==> src/rtl/fa_pipe_seg.sv <==
// fa_pipe_seg: segment-pipelined ripple adder/subtractor with valid/ready backpressure.
// One SEG_WIDTH carry chain per stage; the inter-segment carry is registered.
// Optional feature macro: FA_PIPE_OVF_EN (registered signed-overflow flag on ovf).
module fa_pipe_seg #(
   parameter int unsigned DATA_WIDTH = 48,
   parameter int unsigned SEG_WIDTH  = 24
) (
   input  logic                  clk,
   input  logic                  rst_n,
   input  logic                  in_valid,
   output logic                  in_ready,
   input  logic [DATA_WIDTH-1:0] a,
   input  logic [DATA_WIDTH-1:0] b,
   input  logic                  cin,
   input  logic                  sub,
   output logic                  out_valid,
   input  logic                  out_ready,
   output logic [DATA_WIDTH-1:0] s,
   output logic                  cout,
   output logic                  ovf
);

   localparam int unsigned NUM_SEG = DATA_WIDTH / SEG_WIDTH;

   // Reject configurations that do not split into whole segments
   if (DATA_WIDTH % SEG_WIDTH != 0) begin : g_width_chk
      $error("fa_pipe_seg: DATA_WIDTH must be a multiple of SEG_WIDTH");
   end

   logic                  adv;
   logic [DATA_WIDTH-1:0] fin_sum;
   logic                  fin_c;
   logic                  fin_v;
`ifdef FA_PIPE_OVF_EN
   logic                  fin_a_msb;
   logic                  fin_b_msb;
   logic                  ovf_q, ovf_d;
`endif
   logic [DATA_WIDTH-1:0] s_q, s_d;
   logic                  cout_q, cout_d;
   logic                  out_valid_q, out_valid_d;

   // Whole pipeline moves together; only the output stage can stall it
   assign adv      = !out_valid_q || out_ready;
   assign in_ready = adv;

   for (genvar k = 0; k < NUM_SEG; k++) begin : g_stg
      localparam int unsigned IN_W  = DATA_WIDTH - k * SEG_WIDTH;
      localparam int unsigned SUM_W = (k + 1) * SEG_WIDTH;

      logic [IN_W-1:0]      op_a;
      logic [IN_W-1:0]      op_b;
      logic                 c_in;
      logic                 v_in;
      logic [SEG_WIDTH:0]   seg_res;
      logic [SUM_W-1:0]     sum_all;

      if (k == 0) begin : g_src
         // Stage 0 takes operands straight from the ports; b is inverted for subtract
         always_comb begin
            op_a = a;
            op_b = sub ? ~b : b;
            c_in = sub | cin;
            v_in = in_valid;
         end
         assign sum_all = seg_res[SEG_WIDTH-1:0];
      end else begin : g_src
         // Later stages consume the unconsumed operand bits of the previous stage
         always_comb begin
            op_a = g_stg[k-1].g_reg.a_q;
            op_b = g_stg[k-1].g_reg.b_q;
            c_in = g_stg[k-1].g_reg.c_q;
            v_in = g_stg[k-1].g_reg.v_q;
         end
         assign sum_all = {seg_res[SEG_WIDTH-1:0], g_stg[k-1].g_reg.sum_q};
      end

      // One segment carry chain
      assign seg_res = {1'b0, op_a[SEG_WIDTH-1:0]} + {1'b0, op_b[SEG_WIDTH-1:0]}
                     + (SEG_WIDTH+1)'(c_in);

      if (k < NUM_SEG - 1) begin : g_reg
         localparam int unsigned UP_W = IN_W - SEG_WIDTH;

         logic [SUM_W-1:0] sum_q, sum_d;
         logic [UP_W-1:0]  a_q, a_d;
         logic [UP_W-1:0]  b_q, b_d;
         logic             c_q, c_d;
         logic             v_q, v_d;

         // Next state: shift everything one stage on advance, otherwise hold
         always_comb begin
            sum_d = sum_q;
            a_d   = a_q;
            b_d   = b_q;
            c_d   = c_q;
            v_d   = v_q;
            if (adv) begin
               sum_d = sum_all;
               a_d   = op_a[IN_W-1:SEG_WIDTH];
               b_d   = op_b[IN_W-1:SEG_WIDTH];
               c_d   = seg_res[SEG_WIDTH];
               v_d   = v_in;
            end
         end

         // Intermediate stage registers
         always_ff @(posedge clk) begin
            if (!rst_n) begin
               sum_q <= '0;
               a_q   <= '0;
               b_q   <= '0;
               c_q   <= 1'b0;
               v_q   <= 1'b0;
            end else begin
               sum_q <= sum_d;
               a_q   <= a_d;
               b_q   <= b_d;
               c_q   <= c_d;
               v_q   <= v_d;
            end
         end
      end else begin : g_last
         assign fin_sum = sum_all;
         assign fin_c   = seg_res[SEG_WIDTH];
         assign fin_v   = v_in;
`ifdef FA_PIPE_OVF_EN
         assign fin_a_msb = op_a[IN_W-1];
         assign fin_b_msb = op_b[IN_W-1];
`endif
      end
   end

   // Output stage: load only valid beats so the result holds across bubbles
   always_comb begin
      s_d         = s_q;
      cout_d      = cout_q;
      out_valid_d = out_valid_q;
`ifdef FA_PIPE_OVF_EN
      ovf_d       = ovf_q;
`endif
      if (adv) begin
         out_valid_d = fin_v;
         if (fin_v) begin
            s_d    = fin_sum;
            cout_d = fin_c;
`ifdef FA_PIPE_OVF_EN
            ovf_d  = (fin_a_msb == fin_b_msb) && (fin_sum[DATA_WIDTH-1] != fin_a_msb);
`endif
         end
      end
   end

   // Output registers
   always_ff @(posedge clk) begin
      if (!rst_n) begin
         s_q         <= '0;
         cout_q      <= 1'b0;
         out_valid_q <= 1'b0;
`ifdef FA_PIPE_OVF_EN
         ovf_q       <= 1'b0;
`endif
      end else begin
         s_q         <= s_d;
         cout_q      <= cout_d;
         out_valid_q <= out_valid_d;
`ifdef FA_PIPE_OVF_EN
         ovf_q       <= ovf_d;
`endif
      end
   end

   assign s         = s_q;
   assign cout      = cout_q;
   assign out_valid = out_valid_q;
`ifdef FA_PIPE_OVF_EN
   assign ovf       = ovf_q;
`else
   assign ovf       = 1'b0;
`endif

endmodule

==> config.mk <==
export PLATFORM = sky130hd
export DESIGN_NAME = fa_pipe_seg
export DESIGN_NICKNAME = d
export VERILOG_FILES = /design/src/rtl/fa_pipe_seg.sv
export SDC_FILE = /design/constraint.sdc
export NUM_CORES = 1
export LEC_CHECK = 0
export CORE_MARGIN = 3
export CORE_UTILIZATION = 50
export DETAILED_ROUTE_END_ITERATION = 10
export HOLD_SLACK_MARGIN = 0.15
export PLACE_DENSITY = 0.86
export SYNTH_ARGS = -nofsm -noshare
export SYNTH_HDL_FRONTEND = slang
export SYNTH_SLANG_ARGS = --single-unit
==> constraint.sdc <==
create_clock -name clk -period 5 [get_ports clk]
set_input_delay 0.75 -clock clk [delete_from_list [all_inputs] [get_ports clk]]
set_output_delay 0.75 -clock clk [all_outputs]
set_load 0.02 [all_outputs]
==> results.py <==
metrics = {
    "detailed_routing": {
        "wl_um": 19000,
        "drt.antenna.violating_nets": 0,
        "route.detailed.drc": 0,
        "wl_per_cell_um": 16.1,
        "drtPass1Iterations": 6,
        "routed_via_density": 5.67,
        "drt-initial-drc-count": 587,
        "vias": 6718,
    },
    "clock_network": {
        "cts_buffers": 17,
        "cts.path.max_buffers": 2,
        "cts_hold_buf": 0,
        "cts_resized": 0,
        "htreeDepth": 4,
        "post_cts_buffers": 0,
        "cts_tree": "done",
        "clock_latency_ns": 0.42,
        "cts.sinks": 124,
        "cts_root_buf": "clkbuf_16",
        "cts.clk_slew.worst_paths_ns": 0.06,
    },
    "global_routing": {
        "overflow": 0,
        "antenna_found_initial": 0,
        "first_global_vias": 6272,
        "track_usage_pct": 24.1,
        "grt_pass1_wl_um": 30700,
        "grt_max_degree": 63,
    },
    "final_layout": {
        "finalNetCount": 1148,
        "seqCellArea_mm2": 0.00248,
        "insertedDiodeCount": 0,
        "nFillCells": 1082,
        "syn_to_final_growth_pct": 32.3,
        "multi_input_area_mm2": 0.00431,
        "drive_gt1_share_pct": 6.05,
    },
    "synthesis": {
        "yosys-top-cells-count": "148 x nand2_1, 124 x dfxtp_1, 107 x a21oi_1",
        "synth.most_common_cell": "nand2_1",
        "synth_cell_type_count": 72,
        "synth_top_area_cell": "dfxtp_1",
        "syn_avg_cell_area_um2": 8.13,
        "synthCells": 865,
        "synth_edf_count": 0,
        "synthFlopType": "dfxtp_1",
        "synth_nets": 1017,
        "synth_area_leaders": "dfxtp_1 35%, ha_1 8.2%, nand2_1 7.9%",
        "synth_top_area_share_pct": 35.3,
        "syn_area_mm2": 0.00703,
        "synth_warnings": 0,
        "async_flop_share_pct": 0,
        "synth-seq-cells": 124,
        "yosysSeqAreaShare_pct": 35.3,
    },
    "die": {
        "die_h_um": 125,
        "initial_utilization_pct": 52.1,
        "num_rows": 42,
        "core_mm2": 0.0135,
        "ios": 154,
        "dieArea_mm2": 0.0155,
        "die_w_um": 125,
    },
    "place": {
        "gp_congestion": 0.939,
        "dp_slack_ns": 0.984,
        "io_buffers": 152,
        "dp_hpwl_um": 13700,
    },
    "flow_run": {
        "maxCapViolCount": 0,
    },
    "power": {
        "seqPwrFrac_pct": 35.3,
        "p_clk_share_pct": 41.7,
        "power.density_mw_per_mm2": 347,
        "combPwrFrac_pct": 23.0,
        "ir_drop_uv": 242,
        "switching_share_pct": 27.7,
        "internal-power_mw": 2.33,
        "leakagePower_nw": 3.74,
        "p_sw_mw": 0.896,
    },
    "critical_path": {
        "path_class": "in -> reg",
        "crit_path_end_kind": "flip-flop",
        "required_ns": 5.30,
        "start_kind": "input pin",
        "crit_fanout": 26,
        "cp.arrival_ns": 3.97,
    },
    "timing": {
        "rsz0062_at_grt": "no",
        "finalMaxSlewViolations": 0,
        "worstMarginPinSlew_ns": 0.810,
        "setup_violations": 0,
        "tns_ns": 0,
        "finalCritPeriodShare_pct": 73.5,
        "fin_skew_ns": 0.00607,
        "finalHoldViolCount": 0,
        "relSlewSlack_pct": 45.8,
        "fin_ws_ns": 1.32,
        "period_minus_slack_ns": 3.68,
        "worst_hold_slack_ns": 0.446,
        "clock.fmax_ghz": 0.272,
    },
    "run_status": {
        "status": "finished, final reports clean",
    },
    "hold_path": {
        "hold_class": "reg -> reg",
    },
}
[critical path, stage by stage]
cell and delay, ns:
buf_2 0.50, buf_4 0.53, xor2_1 0.23, ha_1 0.34, a21oi_2 0.17, o21ai_2 0.08, a221o_1 0.36, a221o_1 0.38
a2111oi_4 0.37, nor3_1 0.09, nand3b_1 0.16
[through the flow]
step                utilization, %  std cells  cell area (um^2)  total power, mW
finish                        68.9       1185              9300             3.23
global route                  68.9       1185              9300             3.36
floorplan                        -        865              7030             1.63
detailed placement            64.1       1153              8650             1.89
CTS                           68.9       1185              9300             3.24
global placement              64.1       1153              8650             1.87
[final cells by class]
type | count | area share, %
clock buffers | 21 | 4.95
well taps | 176 | 2.37
multi-input cells | 679 | 46.4
repair buffers | 161 | 17.0
flip-flops and latches | 124 | 26.7
clock inverters | 11 | 2.04
inverters | 13 | 0.538
[flip-flops by register name, indices dropped and copies added (netlist names)]
register           cells
g_stg.g_reg.b_q       24
fin_v                  1
out_valid              1
g_stg.g_reg.c_q        1
g_stg.g_reg.a_q       24
s                     48
cout                   1
g_stg.g_reg.sum_q     24
[power by group through the flow]
stage | clock network (mW) | registers [mW] | logic (mW)
floorplan | 0 | 1.17 | 0.460
global placement | 0 | 1.16 | 0.715
detailed placement | 0 | 1.16 | 0.731
CTS | 1.36 | 1.14 | 0.738
global route | 1.40 | 1.15 | 0.814
finish | 1.35 | 1.14 | 0.745
[placed cells by master, fill, tap and decap left out, drive strengths merged, types with 5 or more instances in the layout]
master / instances
o31ai: 8
clkinv: 6
nor3: 18
inv: 12
nand3: 21
a211oi: 37
nand4: 6
xor2: 31
dfxtp: 124
nand2b: 5
xnor2: 33
buf: 10
o211ai: 6
a21o: 19
clkdlybuf4s50: 151
ha: 46
clkbuf: 21
o21ai: 32
and3: 7
nor2b: 7
nand2: 148
nor2: 54
and2: 9
o21a: 18
a21oi: 109
bufinv: 5
[cells by family after synthesis]
family | Yosys count | share of synthesized area (%)
AOI/OAI and AO/OA | 266 | 24.6
xor gates and xnor gates | 64 | 7.97
adders and majority gates | 50 | 9.32
buffers and inverters | 62 | 3.47
DFF | 124 | 35.3
other | 1 | 0.0533
and+or+nand+nor | 298 | 19.3
[path summary, 6_finish.rpt]
| check | startpoint | to | slack [ns] | depth (start not counted) |
|---|---|---|---|---|
| max | sub | g_stg[0].g_reg.sum_q[23] | 1.32 | 11 |
| min | s[31] | s[31] | 0.45 | 2 |
| max reg2reg | g_stg[0].g_reg.a_q[0] | s[44] | 1.99 | 10 |
| min reg2reg | s[31] | s[31] | 0.45 | 2 |
[routing by layer]
| layer | track usage [%] | share of wire (%) |
|---|---|---|
| met3 | 5.92 | 6.6 |
| met1 | 32.4 | 46 |
| met4 | 5.16 | 0.87 |
| met2 | 39.4 | 47 |
| met5 | 0 | 0 |
(Power assumes the default switching activity.)
